### src/rtl/cordic_atan2.sv
// Iterative vectoring-mode CORDIC: atan2(y,x) in Q3.29 and vector magnitude, one micro-rotation per clock.
// Define CORDIC_ATAN2_MAG_EN to build the gain-compensated magnitude multiplier; otherwise mag_out is 0.
module cordic_atan2 #(
    parameter int ITERATIONS = 20
) (
    input  logic               clk,
    input  logic               rst_n,
    input  logic signed [15:0] x_in,
    input  logic signed [15:0] y_in,
    input  logic               input_valid,
    output logic signed [31:0] angle_out,
    output logic        [15:0] mag_out,
    output logic               out_valid,
    output logic               busy
);

    localparam int FRAC = 8;
    // Two integer bits above the 16-bit input range absorb the CORDIC gain (~1.65 * sqrt 2) on a negated full-scale vector.
    localparam int DW = 16 + 2 + FRAC;
    localparam logic [4:0] LAST_ITER = 5'(ITERATIONS - 1);
    localparam logic signed [31:0] PI = 32'sh6487ED51;

    logic                 busy_q, busy_d;
    logic                 outValid_q, outValid_d;
    logic                 zeroIn_q, zeroIn_d;
    logic [4:0]           iterCnt_q, iterCnt_d;
    logic signed [DW-1:0] xAcc_q, xAcc_d;
    logic signed [DW-1:0] yAcc_q, yAcc_d;
    logic signed [31:0]   zAcc_q, zAcc_d;
    logic signed [31:0]   angle_q, angle_d;
    logic [15:0]          mag_q, mag_d;

    logic signed [DW-1:0] xExt, yExt, xPre, yPre, xIter, yIter;
    logic signed [31:0]   zPre, zIter, atanStep;
    logic [15:0]          magNext;

    function automatic logic signed [31:0] atanRom(input logic [4:0] idx);
        case (idx)
            5'd0:    atanRom = 32'sd421657428;
            5'd1:    atanRom = 32'sd248918915;
            5'd2:    atanRom = 32'sd131521918;
            5'd3:    atanRom = 32'sd66762579;
            5'd4:    atanRom = 32'sd33510843;
            5'd5:    atanRom = 32'sd16771758;
            5'd6:    atanRom = 32'sd8387925;
            5'd7:    atanRom = 32'sd4194219;
            5'd8:    atanRom = 32'sd2097141;
            5'd9:    atanRom = 32'sd1048575;
            5'd10:   atanRom = 32'sd524288;
            5'd11:   atanRom = 32'sd262144;
            5'd12:   atanRom = 32'sd131072;
            5'd13:   atanRom = 32'sd65536;
            5'd14:   atanRom = 32'sd32768;
            5'd15:   atanRom = 32'sd16384;
            5'd16:   atanRom = 32'sd8192;
            5'd17:   atanRom = 32'sd4096;
            5'd18:   atanRom = 32'sd2048;
            5'd19:   atanRom = 32'sd1024;
            default: atanRom = '0;
        endcase
    endfunction

    // Left half-plane inputs are folded into the right half-plane so the rotations only need to cover +/- pi/2.
    always_comb begin
        xExt = {{(DW-16-FRAC){x_in[15]}}, x_in, {FRAC{1'b0}}};
        yExt = {{(DW-16-FRAC){y_in[15]}}, y_in, {FRAC{1'b0}}};
        if (x_in[15]) begin
            xPre = -xExt;
            yPre = -yExt;
            zPre = y_in[15] ? -PI : PI;
        end else begin
            xPre = xExt;
            yPre = yExt;
            zPre = '0;
        end

        atanStep = atanRom(iterCnt_q);
        if (!yAcc_q[DW-1]) begin
            xIter = xAcc_q + (yAcc_q >>> iterCnt_q);
            yIter = yAcc_q - (xAcc_q >>> iterCnt_q);
            zIter = zAcc_q + atanStep;
        end else begin
            xIter = xAcc_q - (yAcc_q >>> iterCnt_q);
            yIter = yAcc_q + (xAcc_q >>> iterCnt_q);
            zIter = zAcc_q - atanStep;
        end
    end

`ifdef CORDIC_ATAN2_MAG_EN
    localparam int MW = DW + 17;
    localparam logic signed [MW-1:0] MAG_GAIN  = MW'(17'sh09B75);
    localparam logic signed [MW-1:0] MAG_ROUND = MW'(1 << (FRAC + 15));

    logic signed [MW-1:0] magProd;
    logic [18:0]          magInt;

    always_comb begin
        magProd = (MW'(xIter) * MAG_GAIN) + MAG_ROUND;
        magInt  = 19'(magProd >>> (FRAC + 16));
        if (xIter[DW-1]) begin
            magNext = '0;
        end else if (magInt[18:16] != 3'b000) begin
            magNext = 16'hFFFF;
        end else begin
            magNext = magInt[15:0];
        end
    end
`else
    assign magNext = '0;
`endif

    always_comb begin
        busy_d     = busy_q;
        outValid_d = 1'b0;
        zeroIn_d   = zeroIn_q;
        iterCnt_d  = iterCnt_q;
        xAcc_d     = xAcc_q;
        yAcc_d     = yAcc_q;
        zAcc_d     = zAcc_q;
        angle_d    = angle_q;
        mag_d      = mag_q;

        if (busy_q) begin
            xAcc_d = xIter;
            yAcc_d = yIter;
            zAcc_d = zIter;
            if (iterCnt_q == LAST_ITER) begin
                busy_d     = 1'b0;
                outValid_d = 1'b1;
                iterCnt_d  = '0;
                angle_d    = zeroIn_q ? '0 : zIter;
                mag_d      = zeroIn_q ? '0 : magNext;
            end else begin
                iterCnt_d = iterCnt_q + 5'd1;
            end
        end else if (input_valid) begin
            busy_d    = 1'b1;
            iterCnt_d = '0;
            xAcc_d    = xPre;
            yAcc_d    = yPre;
            zAcc_d    = zPre;
            zeroIn_d  = (x_in == '0) && (y_in == '0);
        end
    end

    always_ff @(posedge clk or negedge rst_n) begin
        if (!rst_n) begin
            busy_q     <= 1'b0;
            outValid_q <= 1'b0;
            zeroIn_q   <= 1'b0;
            iterCnt_q  <= '0;
            xAcc_q     <= '0;
            yAcc_q     <= '0;
            zAcc_q     <= '0;
            angle_q    <= '0;
            mag_q      <= '0;
        end else begin
            busy_q     <= busy_d;
            outValid_q <= outValid_d;
            zeroIn_q   <= zeroIn_d;
            iterCnt_q  <= iterCnt_d;
            xAcc_q     <= xAcc_d;
            yAcc_q     <= yAcc_d;
            zAcc_q     <= zAcc_d;
            angle_q    <= angle_d;
            mag_q      <= mag_d;
        end
    end

    assign busy      = busy_q;
    assign out_valid = outValid_q;
    assign angle_out = angle_q;
    assign mag_out   = mag_q;

endmodule

### config.mk
export PLATFORM = sky130hd
export DESIGN_NAME = cordic_atan2
export DESIGN_NICKNAME = d
export VERILOG_FILES = /design/src/rtl/cordic_atan2.sv
export SDC_FILE = /design/constraint.sdc
export NUM_CORES = 1
export LEC_CHECK = 0
export CAP_MARGIN = 20
export CELL_PAD_IN_SITES_DETAIL_PLACEMENT = 1
export CELL_PAD_IN_SITES_GLOBAL_PLACEMENT = 2
export CORE_ASPECT_RATIO = 0.7
export CORE_MARGIN = 8
export CORE_UTILIZATION = 42
export CTS_BUF_LIST = sky130_fd_sc_hd__clkbuf_2 sky130_fd_sc_hd__clkbuf_4 sky130_fd_sc_hd__clkbuf_8
export DETAILED_ROUTE_END_ITERATION = 10
export PLACE_DENSITY_LB_ADDON = 0.25
export REMOVE_ABC_BUFFERS = 1
export SYNTH_ARGS = -nofsm -noshare
export SYNTH_HDL_FRONTEND = slang
export SYNTH_SLANG_ARGS = --single-unit
### constraint.sdc
create_clock -name clk -period 11.15 [get_ports clk]
set_input_delay 1.6725 -clock clk [delete_from_list [all_inputs] [get_ports clk]]
set_output_delay 1.6725 -clock clk [all_outputs]
set_load 0.01 [all_outputs]
; ---- Word level (Yosys, flattened, before mapping)
; Memory sizes are Yosys's and may differ from the RTL's.
; Cells that the tools add are included.
[op_classes]
add_sub_neg = 9
multipliers = 0
n_div = 0
magnitude_cmp = 0
n_eq_ne = 1
n_shift = 2
muxes = 22
bitwise_logic = 1
reduce_logical = 6
[op_table]
columns = op, count
row1 = 26-bit two-way mux, 8
row2 = 32-bit two-way mux, 6
row3 = 26-bit adder, 2
row4 = 24-bit negator with 26-bit output, 2
row5 = 26-bit by 5-bit >>> shifter with 26-bit output, 2
row6 = 26-bit subtractor, 2
row7 = 32-bit adder, 1
row8 = 16-bit zero test, 2
row9 = 32-bit subtractor, 1
row10 = 5-bit two-way mux, 3
row11 = 5-bit by 1-bit adder with 5-bit output (second input constant), 1
row12 = 5-bit == test (second input constant), 1
row13 = 1-bit two-way mux, 5
row14 = 2-bit AND reduction, 2
row15 = 2-bit nonzero test, 1
row16 = 1-bit logical AND, 1
row17 = 1-bit inverter, 1
[totals]
regBits = 124
latchBits = 0
ram_bits = 0
mem_bits_ro = 928
out_inout_bits = 50
wordCells = 50
mem_count = 1
[memory_table]
columns = name, words, word_bits, rd, rd_ports_with_merged_regs, wr, line_no
row1 = (name not given), 32, 29, 1, 0, 0, 38  ; case (idx)

; ---- Depth between registers and ports, before layout
; Gate-level depths: netlist (run 1).
[depth]
ltp_word = 4
depth_mapped = 28

; ---- Worst setup path after synthesis (run 1)
; No wires, ideal clock.
[synth_timing]
kind = flip-flop to flip-flop
start = reg iterCnt_q[0]
end = reg yAcc_q[25]
setup_time_ns = 0.118
t_arrival_ns = 5.422
required_time_ns = 11.032
slack_ns = 5.609
stages_incl_launch_ff = 26
path_cell_list = dfrtp_1 -> buf_6 -> buf_12 -> buf_12 -> buf_12 -> or4b_2 -> a31oi_1 -> o21ai_0 -> and2_1 -> ha_1 -> and4_1 -> a21oi_1 -> nor3_1 -> a31oi_1 -> xor2_1 -> ha_1 -> a21o_1 -> a31oi_1 -> o21ai_0 -> a41oi_1 -> o31ai_1 -> o31a_1 -> and4_1 -> a2111oi_0 -> xnor3_1 -> a21o_1
[synth_between]
elab_chain_len = 4
word_cells_on_any_way = 5
classes_between = add/sub: 2 / shift: 1 / mux: 2
[synth_rtl]
columns = element, line_no
row1 = from (decl), 26  ; logic [4:0] iterCnt_q, iterCnt_d;
row2 = from (signal assigned), 161  ; iterCnt_q <= iterCnt_d;
row3 = 26-bit by 5-bit >>> shifter with 26-bit output (*), "80, 84"
row4 = 26-bit subtractor or 26-bit adder (tied branches), "80, 84"
row5 = 26-bit two-way mux (*), 78  ; if (!yAcc_q[DW-1]) begin
row6 = 26-bit two-way mux (*), 123  ; if (busy_q) begin
row7 = to (signal assigned), 163  ; yAcc_q <= yAcc_d;
row8 = to (decl), 28  ; logic signed [DW-1:0] yAcc_q, yAcc_d;
; Mark *: on every way between the ends. The rest lies on a longest branch, timed or not.
; A chain may end at the register's enable or synchronous reset.

; ---- Worst setup path in the final report (run 1)
[layout_timing]
start = reg iterCnt_q[1]
end = reg yAcc_q[25]
; The elaborated chain is that of the path after synthesis.

==> results of run 1 <==
[cells in the mapped netlist, drive strengths merged (19+ instances only)]
cell and count:
nand2 182, o22ai 38, a22o 32, nand3 27, a21oi 118, nor2 134
xor2 75, clkbuf 68, mux4 46, o21ai 139, ha 98, mux2i 47
inv 47, and3 19, nor3 27, dfrtp 124, o31ai 21, xnor2 85
buf 65, a21o 52, a31oi 24, a221o 36
[layout make-up]
type                            count  area share
Multi-Input combinational cell   1491       0.682
Sequential cell                   124       0.192
Timing Repair Buffer               91      0.0527
Tap cell                          480      0.0369
Clock buffer                       19      0.0157
Inverter                           48      0.0111
Clock inverter                     13     0.00962
[worst max path at each step]
stage	start	endpoint	slack, ns	cells past startpoint
4_1_cts	iterCnt_q[0]$_DFFE_PN0P_	yAcc_q[25]$_DFFE_PN0P_	4.35	22
3_5_place_dp	iterCnt_q[0]$_DFFE_PN0P_	yAcc_q[25]$_DFFE_PN0P_	4.40	22
3_3_place_gp	iterCnt_q[1]$_DFFE_PN0P_	zAcc_q[30]$_DFFE_PN0P_	4.58	19
5_1_grt	iterCnt_q[0]$_DFFE_PN0P_	yAcc_q[25]$_DFFE_PN0P_	3.74	22
6_report	iterCnt_q[1]$_DFFE_PN0P_	yAcc_q[25]$_DFFE_PN0P_	4.29	22
2_1_floorplan	iterCnt_q[1]$_DFFE_PN0P_	zAcc_q[30]$_DFFE_PN0P_	3.48	21
[worst register-to-register path, cell delays in order, from the launching register on]
cell	delay [ns]
dfrtp_4	0.86
buf_4	0.62
mux4_1	0.49
mux2_2	0.30
o21ai_0	0.28
and2_1	0.22
ha_1	0.20
and4_1	0.21
a21oi_1	0.10
nor3_1	0.35
a31oi_1	0.15
xor2_1	0.18
ha_1	0.37
a21o_1	0.18
a31oi_1	0.20
o21ai_0	0.11
a41oi_1	0.28
o31ai_1	0.17
o31a_1	0.31
and4_1	0.20
a2111oi_0	0.51
xnor3_1	0.29
a21o_1	0.18
[per-stage QoR]
step / setup WS (ns) / utilization / cells
after global routing: 3.74 / 0.456 / 2266
after detailed placement: 4.40 / 0.445 / 2234
after global placement: 4.58 / 0.444 / 2233
final: 4.29 / 0.456 / 2266
after floorplan: 3.48 / - / 1663
after CTS: 4.35 / 0.456 / 2266
[routing by layer]
| layer | track usage | share of wire | vias to the layer above |
|---|---|---|---|
| li1 | - | - | 6648 |
| met1 | 0.376 | 0.50 | 7121 |
| met2 | 0.345 | 0.40 | 552 |
| met3 | 0.0468 | 0.077 | 72 |
| met4 | 0.0702 | 0.021 | 0 |
| met5 | 0 | 0 | - |
[cell families after synthesis]
logic type	synth area share
AND/OR/NAND/NOR	0.162
flip-flops	0.206
multiplexers	0.118
adder cells (fa/ha/maj)	0.0853
buffers and inverters	0.0623
other	0.000249
XOR/XNOR	0.0945
AO/OA/AOI/OAI	0.272
[placed cells by master, fill, tap and decap left out, types with 22 or more instances in the layout]
master and count:
o21ai_0 139, a21oi_1 117, dfrtp_1 118, a22o_1 32, mux4_1 22, a31oi_1 24
nand2_1 181, xor2_1 75, a221o_1 36, buf_4 22, ha_1 98, nor3_1 23
a21o_1 52, mux4_2 24, xnor2_1 85, nor2_1 130, nand3_1 26, clkdlybuf4s50_1 66
o22ai_1 38, mux2i_1 47, inv_1 44
[state kept, by name (all words and copies together), names as in the netlist]
name and cells:
zAcc_q 32, xAcc_q 26, angle_out 32, iterCnt_q 5
busy 1, out_valid 1, yAcc_q 26, zeroIn_q 1
==> out/qor.yml, run 1 <==
critical_path:
  critPathKind: "reg2reg"
  worst-r2r-setup-slack_ns: 4.29
  reg2reg_to: "yAcc_q[25]$_DFFE_PN0P_"
  rr_worst_depth: 22
  end_kind: "flip-flop"
  r2r_start: "iterCnt_q[1]$_DFFE_PN0P_"
  crit_slowest_cell: "dfrtp_4"
  slowest_delay_ns: 0.86
  cp_num_buf_inv: 1
  cp.required_ns: 11.55
  path_cells: "buf_4 > mux4_1 > mux2_2 > o21ai_0 > and2_1 > ha_1 > and4_1 > a21oi_1 > nor3_1 > a31oi_1 > xor2_1 > ha_1 > a21o_1 > a31oi_1 > o21ai_0 > a41oi_1 > o31ai_1 > o31a_1 > and4_1 > a2111oi_0 > xnor3_1 > a21o_1"
  worstPathMaxFanout: 51
  crit_family: "compound AO/OA/AOI/OAI gates"
  crit_arrival_ns: 7.26
  startpoint_type: "flip-flop"
cts:
  cts_tree: "done"
  cts_buffers: 17
  hold_buffers: 0
  clockRootBuffer: "clkbuf_8"
  clk_pin_slew_worst_paths_ns: 0.09
  ctsHtreeMaxLevel: 4
  post_cts_resized: 0
  clk_latency_ns: 0.50
  post-cts-setup-buffer-count: 0
  cts.sinks: 124
  cts_max_path_buffers: 2
yosys:
  ys_ff_latch: 124
  ys_warn_count: 0
  avgSynthCellArea_um2: 8.46
  synth_ff_type: "dfrtp_1"
  yosysTopAreaCellShare: 0.206
  synth_edf_count: 0
  ys_top_cells_by_area: "dfrtp_1 21%, ha_1 8.1%, xnor2_1 4.9%"
  syn_inst: 1781
  synth_area_leader_cell: "dfrtp_1"
  seq_area_frac_synth: 0.206
  yosysUniqueCellTypes: 104
  async_flop_share: 1.00
  netlist_area_um2: 15100
floorplan:
  pin_count: 85
  num_rows: 58
  die-area_um2: 42300
  fp.dieH_um: 174
  initial_core_util: 0.423
  die_w_um: 242
  core_area_um2: 35600
run:
  cap_violations: 0
routing:
  viasPerCell: 6.35
  dr.pass1.iters: 5
  drtIter0Drc: 1381
  route.detailed.drc: 0
  post_drt_wl_per_cell_um: 23.6
  vias: 14400
  drt-total-wl_um: 53400
  postRouteAntennaNets: 0
timing:
  fmax_mhz: 146
  hold_slack_ns: 0.492
  maxSlewHeadroom: 0.292
  hold_viol_final: 0
  finalSetupViolCount: 0
  clock_skew_ns: 0.0157
  min_period_ns: 6.86
  worst_pin_slew_ns: 1.06
  fin_tns_setup_ns: 0
  rsz0062_at_grt: "no"
  fin_crit_sh: 0.615
  drv_slew: 0
worst_hold_path:
  hp-class: "reg2reg"
  hold_end: "angle_out[21]$_DFFE_PN0P_"
  min_delay_path_depth: 2
  min_from: "angle_out[21]$_DFFE_PN0P_"
finish:
  regArea_um2: 3120
  n_antenna_cell: 0
  num-nets-final: 1909
  drive_gt1_frac: 0.0801
  num-fill-cells: 4267
  area_growth_pct: 7.90
  multiInputGateArea_um2: 11100
  fin_area_um2: 16300
global_route:
  grt_max_degree: 85
  antenna_found_initial: 1
  grt_pass1_vias: 14400
  grt_pass1_wl_um: 84500
  grt_util_all_layers: 0.247
  gr-total-overflow: 0
place:
  port_buffers: 68
  place.gp.congestion: 0.938
  place_area_um2: 15900
  hpwlAfterDp_um: 39800
status:
  status: "finished clean"
Power of run 1 is not shown: default switching activity piles up to over one toggle a cycle in this logic, so the estimate is an artifact.
==> run 2: changes to the inputs <==
--- a/config.mk
+++ b/config.mk
@@ -10,7 +10,7 @@
 export CELL_PAD_IN_SITES_GLOBAL_PLACEMENT = 2
 export CORE_ASPECT_RATIO = 0.7
 export CORE_MARGIN = 8
-export CORE_UTILIZATION = 42
+export CORE_UTILIZATION = 35
 export CTS_BUF_LIST = sky130_fd_sc_hd__clkbuf_2 sky130_fd_sc_hd__clkbuf_4 sky130_fd_sc_hd__clkbuf_8
 export DETAILED_ROUTE_END_ITERATION = 10
 export PLACE_DENSITY_LB_ADDON = 0.25
==> constraint.sdc (replaced) <==
create_clock -name clk -period 5.6 [get_ports clk]
set_input_delay 0.84 -clock clk [delete_from_list [all_inputs] [get_ports clk]]
set_output_delay 0.84 -clock clk [all_outputs]
set_load 0.01 [all_outputs]
==> run 2 against run 1 <==
  * Hold slack got worse by 0.17 ns
  * Worst setup slack got worse by 4.2 ns
  * Clock-buffer cell count decreased by 2
  * Clock skew increased by 0.0057 ns
  * Register-to-register slack got worse by 4.2 ns
==> out/qor.yml, run 2 (synthesis results as in run 1) <==
critical_path:
  critPathKind: "reg2reg"
  slowest_delay_ns: 0.55  # -0.31 ns
  crit_slowest_cell: "mux4_2"
  startpoint_type: "flip-flop"
  cp.required_ns: 6.02  # -5.53 ns
  crit_arrival_ns: 5.95  # -1.31 ns
  worstPathMaxFanout: 7  # -86%
  end_kind: "flip-flop"
  path_cells: "buf_12 > mux4_2 > buf_4 > mux4_2 > mux2_4 > nor2_4 > nand2_2 > nor3_2 > a31oi_1 > xor2_1 > ha_1 > a21o_1 > a31oi_4 > o21ai_1 > a41oi_1 > buf_4 > o31ai_1 > o31a_1 > and4_4 > a2111oi_4 > xnor3_1 > a21o_1"
finish:
  post-route-util: 0.456  # about the same
  num-nets-final: 2256  # +18%
  mostFrequentLayoutCells: "360 x buf_4, 180 x nand2_1, 129 x o21ai_0"
  n_antenna_cell: 0  # unchanged
  final_common_cell: "buf_4"
  finalNonFillerCells: 2685  # +18%
  area_growth_pct: 28.3
  drive_gt1_frac: 0.254  # +0.174
cts:
  clk_pin_slew_worst_paths_ns: 0.10  # about the same
  ctsHtreeMaxLevel: 4  # unchanged
  cts_max_path_buffers: 2  # unchanged
  clockRootBuffer: "clkbuf_8"
  clk_latency_ns: 0.54  # +0.04 ns
  cts_buffers: 17  # unchanged
  cts_tree: "done"
  cts.sinks: 124  # unchanged
place:
  place.gp.congestion: 0.944  # +0.64%
  port_buffers: 68  # unchanged
  dp_slack_ns: -0.371  # -4.77 ns
  place_inst: 2633  # +18%
  hpwlAfterDp_um: 50400  # +27%
timing:
  rsz0062_at_grt: "yes"
  fin_crit_sh: 0.987  # +0.372
  fmax_mhz: 181  # +24%
  finalSetupViolCount: 0  # unchanged
  clock_skew_ns: 0.0214  # +0.00567 ns
  drv_slew: 0  # unchanged
  fin_tns_setup_ns: 0  # unchanged
  fin_ws_ns: 0.0734  # -4.22 ns
  worst_pin_slew_ns: 1.17  # +0.108 ns
  hold_viol_final: 0  # unchanged
  min_period_ns: 5.53  # -1.33 ns
  maxSlewHeadroom: 0.219  # -0.0726
global_route:
  use_met1: 0.376  # -0.000965
  grt.busiest_layer: "met1"
  gr-total-overflow: 0  # unchanged
  grt_util_all_layers: 0.254  # +0.00748
  antenna_found_initial: 0  # -1
  use_met3: 0.0659  # +0.0191
  grt_max_degree: 75  # -12%
  grt_pass1_vias: 16300  # +14%
  grt_pass1_wl_um: 99800  # +18%
  met2_usage: 0.363  # +0.0188
floorplan:
  die-area_um2: 50100  # +18%
  pin_count: 85  # unchanged
  fp.dieH_um: 190  # +8.7%
  num_rows: 63  # +8.6%
  core_area_um2: 42400  # +19%
  die_w_um: 264  # +8.9%
  initial_core_util: 0.355  # -0.0676
routing:
  drtIter0Drc: 1188  # -14%
  post_drt_wl_per_cell_um: 24.2  # +2.6%
  route.detailed.drc: 0  # unchanged
  vias: 15700  # +8.9%
  postRouteAntennaNets: 0  # unchanged
  dr.pass1.iters: 7  # +2
  viasPerCell: 5.84  # -8.1%
  drt-total-wl_um: 64900  # +22%
worst_hold_path:
  hp-class: "in2async"
status:
  status: "finished clean"
run:
  cap_violations: 0  # unchanged
-- run 2: changes by cell type in the layout (fill, tap and decap cells not counted), sizes merged --
cell      before  now
clkbuf        19   18
clkinv         5    8
bufinv         2    3
inv           52   51
clkinvlp       2    1
buf           25  371
-- run 2: final timing paths --
| check | start | end | slack (ns) | depth (start not counted) |
|---|---|---|---|---|
| worst max-delay path | iterCnt_q[0]$_DFFE_PN0P_ | yAcc_q[25]$_DFFE_PN0P_ | 0.07 | 22 |
| worst min-delay path | rst_n | angle_out[8]$_DFFE_PN0P_ | 0.32 | 1 |
| worst max register to register | iterCnt_q[0]$_DFFE_PN0P_ | yAcc_q[25]$_DFFE_PN0P_ | 0.07 | 22 |
| worst min register to register | angle_out[21]$_DFFE_PN0P_ | angle_out[21]$_DFFE_PN0P_ | 0.50 | 2 |
| max in group asynchronous | rst_n | yAcc_q[6]$_DFFE_PN0P_ | 4.02 | 2 |
| min in group clk | angle_out[21]$_DFFE_PN0P_ | angle_out[21]$_DFFE_PN0P_ | 0.50 | 2 |
-- run 2: per-layer routing --
metal | share of wire | up-vias
met5 | 0 | -
met1 | 0.50 | 7856
li1 | - | 7341
met3 | 0.070 | 58
met2 | 0.41 | 413
met4 | 0.018 | 0
-- run 2: what timing repair did --
item                       in CTS  in global routing
pin swaps                       6                 18
setup endpoints to repair      24                 30
hold buffers                    0                  0
resized for setup              26                 55
buffers inserted                8                 11
cloned                          0                  1
-- run 2: final cells by class --
cell class / count / area, µm²
clock inverter: 15 / 189
multi-input combinational: 1491 / 11300
tap: 552 / 691
sequential: 124 / 3120
fill: 5053 / 23100
inverter: 48 / 180
clock buffer: 17 / 234
timing repair buffer: 438 / 3590
-- run 2: metrics by stage --
step / instance area [µm²] / hold WS, ns
2_1_floorplan: 14400 / 0.486
3_3_place_gp: 18400 / 0.468
3_5_place_dp: 18500 / 0.481
4_1_cts: 19100 / 0.333
5_1_grt: 19300 / 0.348
6_report: 19300 / 0.317
-- run 2: critical path, delay by kind of cell, from the launching register on --
family,cells,cell delay (ns)
xor+xnor,2,0.46
buf+inv,3,0.48
mux,3,1.36
fa+ha+maj,1,0.35
simple gates,4,0.63
flops,1,0.46
compound gates,9,1.68
Power of run 2 is left out for the same reason.
